--- src/rtl/sa_accept_if.sv ---
// Purpose: move / exp-unit / decision signal bundle for sa_accept_decider.
// Latency: none (wires only); the master side offers moves and returns exp results.
// Backpressure: move_valid/move_ready handshake; exp side is a start pulse plus a level valid.
interface sa_accept_if;
    logic        move_valid;
    logic        move_ready;
    logic        move_improves;
    logic [31:0] move_arg;
    logic [31:0] exp_inp;
    logic        exp_inp_valid;
    logic [31:0] exp_res;
    logic        exp_res_valid;
    logic        dec_valid;
    logic        dec_accept;
    logic        dec_timeout;
`ifdef SA_ACCEPT_STATS_EN
    logic [15:0] accept_cnt;
    logic [15:0] reject_cnt;
`endif

    // Upstream move source together with the exp unit's result side.
    modport master (
        output move_valid, move_improves, move_arg, exp_res, exp_res_valid,
        input  move_ready, exp_inp, exp_inp_valid, dec_valid, dec_accept, dec_timeout
`ifdef SA_ACCEPT_STATS_EN
        , input accept_cnt, reject_cnt
`endif
    );

    // The acceptance decider itself.
    modport slave (
        input  move_valid, move_improves, move_arg, exp_res, exp_res_valid,
        output move_ready, exp_inp, exp_inp_valid, dec_valid, dec_accept, dec_timeout
`ifdef SA_ACCEPT_STATS_EN
        , output accept_cnt, reject_cnt
`endif
    );
endinterface

--- src/rtl/sa_accept_decider.sv ---
// Purpose: Metropolis accept/reject for annealing moves; worsening moves query the exp unit
//          and compare its probability to a free-running 24-bit LFSR sample. Optional stats: SA_ACCEPT_STATS_EN.
// Latency: improving move decides in T+1; worsening move decides 2 cycles after the exp result
//          (or after EXP_TIMEOUT wait cycles). Backpressure: move_ready only in IDLE, one move in flight.
module sa_accept_decider #(
    parameter logic [31:0] SEED        = 32'hACE12468,
    parameter int          EXP_TIMEOUT = 64
) (
    input  logic        clk,
    input  logic        rst,
    sa_accept_if.slave  bus
);

    // A zero seed would lock the LFSR at zero forever.
    localparam logic [31:0] SEED_EFF = (SEED == 32'h0) ? 32'h00000001 : SEED;
    localparam logic [7:0]  TO_LAST  = 8'(EXP_TIMEOUT - 1);

    typedef enum logic [2:0] {
        IDLE, ISSUE, WAIT_LOW, WAIT_HIGH, COMPARE, DONE
    } state_t;

    state_t      state;
    logic [31:0] lfsr;
    logic [31:0] res_q;
    logic [7:0]  wait_cnt;

    logic [31:0] lfsr_nxt;
    logic [7:0]  res_exp;
    logic [22:0] res_mant;
    logic [7:0]  shamt;
    logic [23:0] p_fix;
    logic        p_one;
    logic        cmp_accept;

    assign bus.move_ready = (state == IDLE) & ~rst;

    // Galois step of the 32-bit LFSR.
    assign lfsr_nxt = lfsr[0] ? ((lfsr >> 1) ^ 32'h80200003) : (lfsr >> 1);

    assign res_exp  = res_q[30:23];
    assign res_mant = res_q[22:0];
    assign shamt    = 8'd126 - res_exp;

    // Convert the latched float probability to Q0.24 (or a sure-accept flag).
    always_comb begin
        p_fix = 24'h0;
        p_one = 1'b0;
        if (res_q[31] || (res_exp == 8'd0)) begin
            p_fix = 24'h0;
        end else if ((res_exp == 8'd255) && (res_mant != 23'h0)) begin
            p_fix = 24'h0;
        end else if (res_exp >= 8'd127) begin
            p_one = 1'b1;
        end else if (shamt < 8'd24) begin
            p_fix = {1'b1, res_mant} >> shamt[4:0];
        end
    end

    assign cmp_accept = p_one | (lfsr[23:0] < p_fix);

    // Control FSM, LFSR and all registered outputs.
    always_ff @(posedge clk) begin
        if (rst) begin
            state             <= IDLE;
            lfsr              <= SEED_EFF;
            res_q             <= 32'h0;
            wait_cnt          <= 8'h0;
            bus.exp_inp       <= 32'h0;
            bus.exp_inp_valid <= 1'b0;
            bus.dec_valid     <= 1'b0;
            bus.dec_accept    <= 1'b0;
            bus.dec_timeout   <= 1'b0;
        end else begin
            lfsr              <= lfsr_nxt;
            bus.exp_inp_valid <= 1'b0;
            bus.dec_valid     <= 1'b0;
            case (state)
                IDLE: begin
                    if (bus.move_valid) begin
                        if (bus.move_improves) begin
                            bus.dec_valid   <= 1'b1;
                            bus.dec_accept  <= 1'b1;
                            bus.dec_timeout <= 1'b0;
                            state           <= DONE;
                        end else begin
                            bus.exp_inp       <= bus.move_arg;
                            bus.exp_inp_valid <= 1'b1;
                            state             <= ISSUE;
                        end
                    end
                end
                ISSUE: begin
                    wait_cnt <= 8'h0;
                    state    <= WAIT_LOW;
                end
                WAIT_LOW, WAIT_HIGH: begin
                    // Timeout takes priority over a result arriving in the same cycle.
                    if (wait_cnt == TO_LAST) begin
                        bus.dec_valid   <= 1'b1;
                        bus.dec_accept  <= 1'b0;
                        bus.dec_timeout <= 1'b1;
                        state           <= DONE;
                    end else begin
                        wait_cnt <= wait_cnt + 8'd1;
                        // The idle-high valid level is stale; a fresh result needs a low first.
                        if ((state == WAIT_LOW) && !bus.exp_res_valid) begin
                            state <= WAIT_HIGH;
                        end else if ((state == WAIT_HIGH) && bus.exp_res_valid) begin
                            res_q <= bus.exp_res;
                            state <= COMPARE;
                        end
                    end
                end
                COMPARE: begin
                    bus.dec_valid   <= 1'b1;
                    bus.dec_accept  <= cmp_accept;
                    bus.dec_timeout <= 1'b0;
                    state           <= DONE;
                end
                DONE: begin
                    state <= IDLE;
                end
                default: begin
                    state <= IDLE;
                end
            endcase
        end
    end

`ifdef SA_ACCEPT_STATS_EN
    // Saturating decision statistics; timeouts land in the reject count.
    always_ff @(posedge clk) begin
        if (rst) begin
            bus.accept_cnt <= 16'h0;
            bus.reject_cnt <= 16'h0;
        end else if (bus.dec_valid) begin
            if (bus.dec_accept) begin
                if (bus.accept_cnt != 16'hFFFF) bus.accept_cnt <= bus.accept_cnt + 16'd1;
            end else begin
                if (bus.reject_cnt != 16'hFFFF) bus.reject_cnt <= bus.reject_cnt + 16'd1;
            end
        end
    end
`endif

endmodule

--- src/flat_wrapper.sv ---
// flat-port wrapper written by rule: the top's interface ports become plain ports
module sa_accept_decider_flat 
#(
    parameter logic [31:0] SEED        = 32'hACE12468,
    parameter int          EXP_TIMEOUT = 64
)
  (clk, rst, bus_move_valid, bus_move_improves, bus_move_arg, bus_exp_res, bus_exp_res_valid, bus_move_ready, bus_exp_inp, bus_exp_inp_valid, bus_dec_valid, bus_dec_accept, bus_dec_timeout);
  sa_accept_if bus_i ();
  input  logic clk;
  input  logic rst;
  input wire logic [$bits(bus_i.move_valid)-1:0] bus_move_valid;
  input wire logic [$bits(bus_i.move_improves)-1:0] bus_move_improves;
  input wire logic [$bits(bus_i.move_arg)-1:0] bus_move_arg;
  input wire logic [$bits(bus_i.exp_res)-1:0] bus_exp_res;
  input wire logic [$bits(bus_i.exp_res_valid)-1:0] bus_exp_res_valid;
  output wire logic [$bits(bus_i.move_ready)-1:0] bus_move_ready;
  output wire logic [$bits(bus_i.exp_inp)-1:0] bus_exp_inp;
  output wire logic [$bits(bus_i.exp_inp_valid)-1:0] bus_exp_inp_valid;
  output wire logic [$bits(bus_i.dec_valid)-1:0] bus_dec_valid;
  output wire logic [$bits(bus_i.dec_accept)-1:0] bus_dec_accept;
  output wire logic [$bits(bus_i.dec_timeout)-1:0] bus_dec_timeout;
  assign bus_i.move_valid = bus_move_valid;
  assign bus_i.move_improves = bus_move_improves;
  assign bus_i.move_arg = bus_move_arg;
  assign bus_i.exp_res = bus_exp_res;
  assign bus_i.exp_res_valid = bus_exp_res_valid;
  assign bus_move_ready = bus_i.move_ready;
  assign bus_exp_inp = bus_i.exp_inp;
  assign bus_exp_inp_valid = bus_i.exp_inp_valid;
  assign bus_dec_valid = bus_i.dec_valid;
  assign bus_dec_accept = bus_i.dec_accept;
  assign bus_dec_timeout = bus_i.dec_timeout;
  sa_accept_decider #(.SEED(SEED), .EXP_TIMEOUT(EXP_TIMEOUT)) u_core (.clk(clk), .rst(rst), .bus(bus_i));
endmodule
--- config.mk ---
export PLATFORM = sky130hd
export DESIGN_NAME = sa_accept_decider_flat
export DESIGN_NICKNAME = d
export VERILOG_FILES = /design/src/rtl/sa_accept_if.sv /design/src/rtl/sa_accept_decider.sv /design/src/flat_wrapper.sv
export SDC_FILE = /design/constraint.sdc
export NUM_CORES = 1
export LEC_CHECK = 0
export CAP_MARGIN = 20
export CORE_AREA = 2 2 127 92
export DETAILED_ROUTE_END_ITERATION = 6
export DIE_AREA = 0 0 129 94
export HOLD_SLACK_MARGIN = 0.1
export PLACE_DENSITY = 0.79
export SYNTH_ARGS = -nofsm -noshare
export SYNTH_HDL_FRONTEND = slang
export SYNTH_SLANG_ARGS = --single-unit
--- constraint.sdc ---
create_clock -name clk -period 4.2 [get_ports clk]
set_input_delay 0.63 -clock clk [delete_from_list [all_inputs] [get_ports clk]]
set_output_delay 0.63 -clock clk [all_outputs]
set_load 0.05 [all_outputs]
==> run summary, run 1 <==
The logs give 10400 um for the detailed-placement wirelength estimate and 4.17 ps for the clock skew after layout. Among the stages of the critical path, the cell type that occurs most often is sky130_fd_sc_hd__nand4_1. The number of global-route vias before repair came out at 4843. The number of iterations in the first detailed-routing pass was 5. TritonCTS built the clock tree. Summing all placed instances gives a cell area of 0.00679 mm^2. Of the post-synthesis cell area, the dominant cell type holds 39.5%.

In this run the count of I/O pins placed on the die edge is 106. The combined buffer and inverter count along the critical path came out at 0. In this run the worst setup path begins at u_core.res_q[23].

The synthesized design contains 111 register bits. The number of antenna violations at the first check in global routing is 0, and the synthesized area per cell is 8.33 um^2. The tools report the overall fraction of global-route tracks in use as 24.1%.

The startpoint identified for the worst hold timing path is u_core.lfsr[28]. Worst reg2reg path startpoint: u_core.res_q[23]. The site row count is 32. The finished cells cover 0.00714 mm^2. The signed area change from the synthesized netlist to the final layout was 26.9%. The type of the tightest min-delay check was reg2reg. The number of instances in the synthesized netlist is 675, and the maximum fanout along the worst path is 10. The run finished with clean final reports. The total power density per cell area is 352 mW/mm^2, and the count of filler cells inserted in the layout is 898. Yosys mapped the design onto 50 distinct sky130hd cell types.

Based on the critical path, the design can be clocked at up to 262 MHz. The fraction of registers with async set or reset after synthesis was 0%. The core footprint is 0.0109 mm^2, and the first-pass GRT wire length is 23500 um. Final hold violation count: 0. The worst pin sits at a relative slew slack of 28.3%. Sorting the synthesized cells by area gives the leading types as sky130_fd_sc_hd__dfxtp_1 (40%), sky130_fd_sc_hd__nand2_1 (11%), sky130_fd_sc_hd__a21oi_1 (7.1%), sky130_fd_sc_hd__ha_1 (6.2%), sky130_fd_sc_hd__mux4_2 (4.4%).

The first routing iteration left 404 violations. After clock tree synthesis, the clock-pin slew on the worst setup and hold paths is 70 ps. Setup repair after global routing left no endpoint under its margin. For the worst-skew pair, the clock arrives at the later sink with an insertion delay of 350 ps. The final global-route overflow total was 0; the number of gates resized after CTS was 0. The tools report the maximum vdd ir drop as 0.238 mV. The floorplan step set the die width to 129 um.

In this run, synthesis inferred 0 flip-flops with an integrated enable. Most used flip-flop cell after synthesis: sky130_fd_sc_hd__dfxtp_1. The run gives 0 as the number of pins exceeding their max-slew limit in the final report. For the number of buffers added by the clock tree synthesis step, the log shows 9.

STA classifies the critical path startpoint as a register. The buffer type at the clock tree root is sky130_fd_sc_hd__clkbuf_16. For the effective utilization at floorplan, the log shows 51.8%. The leakage power was 2.49 nW. Critical-path cell with the highest stage delay: sky130_fd_sc_hd__or4b_4.

Count of yosys warnings during synthesis: 0. The transition time at the pin with the least slew margin was 1070 ps; the number of buffers inserted by hold repair at cts was 0. The post-route minimum period is 3820 ps. The total die area was 0.0121 mm^2. Clock tree synthesis found a total of 111 sinks.

The worst path uses 91.0% of the clock period. Via count of the routed design: 5171. The ratio of cells with drive above 1 in the final layout is 9.52%. Area used by multi-input combinational logic: 0.00323 mm^2. Data required time at the worst endpoint: 4430 ps. The max-capacitance violation count was 0; the data arrival time of the critical path was 4050 ps. For this run, design rule violations remaining after detail routing come to 0.

The tools report the type of destination of the critical path as a register. For the final count of negative-setup-slack endpoints, the log shows 0. The die is 94 um tall. The pin count of the biggest net entering global routing is 106, and the number of nets in the final layout is 859. The sequential cells in the finished layout cover a total of 0.00222 mm^2. The critical path is of the reg2reg type. For the post-synth net total, the log shows 772.

The number of routed nets with antenna violations was 0. The netlist area before placement is 0.00563 mm^2, and the number of H-tree levels is 3. Top cell type by total area after synthesis: sky130_fd_sc_hd__dfxtp_1.

After detailed routing, the average wire length per cell comes to 15.5 um. Traced cell by cell, the critical path runs through and3_1 > nor3_1 > or4b_4 > nor4_4 > and3_4 > nand2_1 > ha_1 > nand4_1 > nor4_1 > nand4_1 > a31oi_1 > o21ai_0. The largest single stage delay on the critical path is 560 ps.

Sum of negative setup slack: 0 ps. Post-CTS timing repair inserted 0 buffers for setup. The fraction of the yosys area taken by sequential cells is 39.5%. The longest clock path from root to sink contains 2 buffers.

The count of buffers added on input and output ports is 105. The sum of routed wire length over all layers is 14300 um. The repair_antennas step left the layout with diodes totalling 0.

The final estimated routing congestion in global placement came out at 0.946. The vias per cell was 5.62. Broken down by cell family, the worst path's largest delay share belongs to simple AND/OR/NAND/NOR gates.
synthesized netlist by cell type (3+ instances only):
library cell and count:
sky130_fd_sc_hd__dfxtp_1 111, sky130_fd_sc_hd__mux2_2 13, sky130_fd_sc_hd__nand3_1 9, sky130_fd_sc_hd__nand4_1 9, sky130_fd_sc_hd__buf_2 8, sky130_fd_sc_hd__nand2_1 166
sky130_fd_sc_hd__mux2i_1 12, sky130_fd_sc_hd__mux4_2 11, sky130_fd_sc_hd__nor3_1 8, sky130_fd_sc_hd__a31oi_1 5, sky130_fd_sc_hd__or3_1 4, sky130_fd_sc_hd__a211oi_1 14
sky130_fd_sc_hd__or2_2 12, sky130_fd_sc_hd__o22ai_1 3, sky130_fd_sc_hd__o211ai_1 6, sky130_fd_sc_hd__ha_1 28, sky130_fd_sc_hd__a21oi_1 80, sky130_fd_sc_hd__o2111ai_1 3
sky130_fd_sc_hd__o21ai_0 26, sky130_fd_sc_hd__and4_1 3, sky130_fd_sc_hd__nor4_1 9, sky130_fd_sc_hd__inv_1 5, sky130_fd_sc_hd__clkbuf_1 30, sky130_fd_sc_hd__xnor2_1 6
sky130_fd_sc_hd__nor2b_1 20, sky130_fd_sc_hd__a21o_1 4, sky130_fd_sc_hd__nor2_1 29, sky130_fd_sc_hd__nand2b_1 10, sky130_fd_sc_hd__xor2_1 7
routing by layer:
metal / vias up / GRT usage [%] / routed length [um]
li1: 2543 / - / -
met1: 2422 / 33.8 / 6720
met2: 183 / 37.4 / 6460
met3: 23 / 5.07 / 888
met4: 0 / 7.16 / 197
met5: - / 0 / 0
power breakdown:
part | internal [mW] | switching [mW]
Sequential | 1.11 | 0.0458
Clock | 0.550 | 0.403
Combinational | 0.176 | 0.235
cell usage in the layout (no fill, tap or decap), types with 4 or more instances in the layout:
cell	n
sky130_fd_sc_hd__nor2b_1	20
sky130_fd_sc_hd__mux4_2	11
sky130_fd_sc_hd__a21o_1	4
sky130_fd_sc_hd__nand3_1	9
sky130_fd_sc_hd__nor2_1	29
sky130_fd_sc_hd__clkbuf_16	9
sky130_fd_sc_hd__nand2b_1	10
sky130_fd_sc_hd__o21ai_0	26
sky130_fd_sc_hd__ha_1	28
sky130_fd_sc_hd__or2_2	12
sky130_fd_sc_hd__buf_4	12
sky130_fd_sc_hd__o211ai_1	6
sky130_fd_sc_hd__nand4_1	9
sky130_fd_sc_hd__a21oi_1	80
sky130_fd_sc_hd__xor2_1	6
sky130_fd_sc_hd__dfxtp_1	111
sky130_fd_sc_hd__a211oi_1	14
sky130_fd_sc_hd__nand2_1	166
sky130_fd_sc_hd__nor4_1	8
sky130_fd_sc_hd__clkdlybuf4s50_1	104
sky130_fd_sc_hd__mux2i_1	12
sky130_fd_sc_hd__or3_1	4
sky130_fd_sc_hd__a31oi_1	5
sky130_fd_sc_hd__nor3_1	8
sky130_fd_sc_hd__xnor2_1	6
sky130_fd_sc_hd__mux2_2	13
sky130_fd_sc_hd__inv_1	5
path summary, 6_finish.rpt:
path	end	slack, ps	depth (start not counted)
max	u_core.bus.dec_accept	380	12
min	u_core.lfsr[27]	410	1
max reg2reg	u_core.bus.dec_accept	380	12
min reg2reg	u_core.lfsr[27]	410	1
cell families after synthesis:
group / synth area share [%]
DFF: 39.5
muxes: 9.14
adders and majority gates: 6.23
xor gates and xnor gates: 2.02
and+or+nand+nor: 24.0
buffers and inverters: 3.38
AOI/OAI and AO/OA: 15.7
per-stage QoR:
stage | cells | setup slack (ps) | hold WS, ps | power [mW] | util, %
2_1_floorplan | 675 | 672 | 389 | 1.41 | -
6_report | 920 | 377 | 413 | 2.52 | 65.8
3_5_place_dp | 903 | 441 | 397 | 1.58 | 62.6
4_1_cts | 919 | 422 | 415 | 2.54 | 65.7
5_1_grt | 920 | 176 | 433 | 2.61 | 65.8
3_3_place_gp | 903 | 651 | 394 | 1.57 | 62.6
cell type report:
cell class	count	area share, %
clock buffer	10	3.35
inverter	5	0.263
sequential	111	31.1
tap	153	2.68
timing repair buffer	117	15.9
clock inverter	6	1.38
multi-input combinational	518	45.3
registers in the layout, summed over array words and instances, names as in the netlist:
| signal | flops |
|---|---|
| u_core.bus.exp_inp | 32 |
| u_core.bus.dec_timeout | 1 |
| u_core.bus.exp_inp_valid | 1 |
| u_core.res_q | 32 |
| u_core.bus.dec_accept | 1 |
| u_core.wait_cnt | 8 |
| u_core.lfsr | 32 |
| u_core.bus.dec_valid | 1 |
| u_core.state | 3 |
worst reg2reg max path: cells and delay by family (launching register included):
family,cells,cell delay [ps]
AND/OR/NAND/NOR,9,2570
flip-flops,1,520
AO/OA/AOI/OAI,2,300
adder cells (fa/ha/maj),1,320
No activity file was read; power rests on OpenSTA's default activity.
==> inputs of run 2 (changes only) <==
Settings changed: CAP_MARGIN 20 to default.
==> run summary, run 2 (synthesized netlist as in run 1, its figures left out) <==
The tools report the number of setup buffers added after CTS as 0 (unchanged). Vias per cell: 5.60 (-0.30%). TritonCTS built the clock tree. The height of the die is 94 um (unchanged), and the number of diodes added for antenna fixing is 0 (unchanged). The number of nets in the final layout is 858 (-0.12%), and the total design power is 2.52 mW (about the same). The run gives 683 uW (about the same) as the net switching power of the design.

The run gives 0.0121 mm^2 (unchanged) as the total die area. The leakage power came out at 2.48 nW (-0.17%). The final critical-path share of the clock period is 91.6% (+0.58 points).

STA classifies the critical path endpoint as a register. The data required time at the worst endpoint is 4430 ps (about the same), and the CTS clock-pin slew for the worst setup and hold paths is 80 ps (about the same). The run gives 0 (unchanged) as the max-capacitance violation count. The ratio of cells with drive above 1 in the final layout came out at 9.40% (-0.12 points). The switching fraction of total power was 27.2% (about the same); the overall fraction of global-route tracks in use was 24.1% (unchanged).

Leaving out fill and tap cells, the most frequent cell in the layout is sky130_fd_sc_hd__nand2_1. Effective utilization at floorplan: 51.8% (unchanged). From synthesis to final layout, the design area changed by 26.8%.

The critical-path cell with the highest stage delay is sky130_fd_sc_hd__or4b_4. The run gives 0 (unchanged) as the number of buffers inserted by hold repair at cts. The number of routed nets with antenna violations is 0 (unchanged), and the final estimated routing congestion in global placement is 0.946 (unchanged).

Total power density per cell area: 353 mW/mm^2 (about the same). The tools report the kind of launch point of the worst setup path as a register. For the number of global-route vias before repair, the log shows 4843 (unchanged). The number of H-tree levels came out at 3 (unchanged). The average routed wire per standard cell was 15.4 um (-0.36%). Detailed-placement wirelength estimate: 10400 um (unchanged).

The run gives 5150 (-0.41%) as the via count of the routed design. The run gives 4070 ps (+20 ps) as the data arrival time of the critical path. Maximum cell stage delay along the critical path: 560 ps (about the same). Leaving out fill and tap cells, the most frequent cells in the layout are sky130_fd_sc_hd__nand2_1 (166), sky130_fd_sc_hd__dfxtp_1 (111), sky130_fd_sc_hd__clkdlybuf4s50_1 (104). The flow ran to the end, and the final reports show no timing, DRC or antenna violations. Clock skew after layout: 4.48 ps (+0.316 ps).

In this run the worst hold path is classified as reg2reg. The violation count after the first detailed-routing iteration is 415 (+2.7%), and the number of gates resized after CTS is 0 (unchanged). The maximum vdd ir drop was 0.238 mV (+0.18%); the site row count was 32 (unchanged). The number of I/O pins is 106 (unchanged). For the final hold violation count, the log shows 0 (unchanged). The tools report the number of antenna violations at the first check in global routing as 0 (unchanged). The total of buffers placed on input and output ports was 105 (unchanged); the number of pins exceeding their max-slew limit in the final report was 0 (unchanged). Number of sinks on the clock net: 111 (unchanged).

The tools report the termination of the worst setup path as u_core.bus.dec_accept. The tools report the internal reg-to-reg setup slack as 350 ps (-20 ps). The run gives 28.7% (+0.47 points) as the worst-case headroom to the max-slew limit. The number of buffers added by the clock tree synthesis step is 9 (unchanged). The maximum clock insertion buffer count came out at 2 (unchanged).

The tree is rooted in a sky130_fd_sc_hd__clkbuf_16. For the summed area of non-filler cells in the final layout, the log shows 0.00713 mm^2 (-0.11%). The post-route minimum period was 3850 ps (+24.4 ps); the transition time at the pin with the least slew margin was 1070 ps (-8.07 ps). The final hold slack is 413 ps (+0.0330 ps), and the final global-route overflow total is 0 (unchanged). Library cell appearing most often on the critical path: sky130_fd_sc_hd__nand4_1.

The maximum fanout along the worst path works out to 10 (unchanged). Cell area after placement: 0.00679 mm^2 (unchanged). The worst register-to-register path ends at u_core.bus.dec_accept.

The origin of the worst setup path was u_core.res_q[23]. For the clock share of power, the log shows 37.9% (about the same). The share of total power in combinational logic is 16.3% (about the same), and the residual DRC count is 0 (unchanged). Sequential share of power: 45.8% (about the same). Sum of negative setup slack: 0 ps (unchanged).

The sum of routed wire length over all layers is 14200 um (-0.47%). The first-pass GRT wire length is 23500 um (unchanged), and the internal power component is 1.83 mW (about the same). In the final layout, the registers with the most flip-flops are u_core.bus.exp_inp (32), u_core.lfsr (32), u_core.res_q (32).

The critical path class is reg2reg. The depth of the worst register-to-register path is 12 (unchanged), and the maximum clock rate is 260 MHz (-0.64%). For the final count of negative-setup-slack endpoints, the log shows 0 (unchanged).

The run gives 0.0109 mm^2 (unchanged) as the core footprint. Setup repair after global routing left no endpoint under its margin. Horizontal die dimension: 129 um (unchanged). The clock insertion delay at the later pin of the skew report was 350 ps (about the same). The signal on the critical path passes through and3_1 > nor3_1 > or4b_4 > nor4_4 > and3_4 > nand2_1 > ha_1 > nand4_1 > nor4_1 > nand4_1 > a31oi_1 > o21ai_0. The tools report the worst reg2reg path startpoint as u_core.res_q[23].

The pin count of the biggest net entering global routing is 106 (unchanged). The tools report the number of iterations in the first detailed-routing pass as 4 (-1).
==> run 2: how the worst min path moves through the flow <==
stage / startpoint / end / slack [ps] / cells past startpoint
after CTS: u_core.lfsr[28] / u_core.lfsr[27] / 410 / 1
after detailed placement: u_core.lfsr[28] / u_core.lfsr[27] / 400 / 1
final: u_core.lfsr[28] / u_core.lfsr[27] / 410 / 1
after floorplan: u_core.lfsr[24] / u_core.lfsr[23] / 390 / 1
after global routing: u_core.lfsr[30] / u_core.lfsr[29] / 430 / 1
after global placement: u_core.lfsr[27] / u_core.lfsr[26] / 390 / 1
==> run 2: stage by stage <==
step	util, %	setup WS (ps)	instances
2_1_floorplan	-	672	675
3_3_place_gp	62.6	651	903
3_5_place_dp	62.6	441	903
4_1_cts	65.7	422	919
5_1_grt	65.7	111	919
6_report	65.7	353	919
==> run 2: worst max-delay path: cells and delay by family, from the launching register on <==
family                   cells  cell delay [ps]
AO/OA/AOI/OAI                2              300
adder cells (fa/ha/maj)      1              320
flip-flops                   1              520
AND/OR/NAND/NOR              9             2590
==> run 2: power groups by stage <==
stage / clock, mW / sequential, mW / combinational (mW)
floorplan: 0 / 1.24 / 0.177
global placement: 0 / 1.17 / 0.396
detailed placement: 0 / 1.18 / 0.407
CTS: 0.974 / 1.15 / 0.409
global route: 1.01 / 1.16 / 0.441
finish: 0.953 / 1.15 / 0.409
==> run 2: routing by layer <==
metal	track usage [%]	routed length (um)	vias to the layer above
met2	37.4	6410	174
met1	33.8	6700	2413
met3	5.07	896	21
met4	7.16	185	0
li1	-	-	2542
met5	0	0	-
==> run 2: cell type report <==
type	count	area (um^2)
Fill cell	899	3720
Multi-Input combinational cell	518	3230
Sequential cell	111	2220
Timing Repair Buffer	116	1130
Clock buffer	10	239
Tap cell	153	191
Clock inverter	6	98.8
Inverter	5	18.8
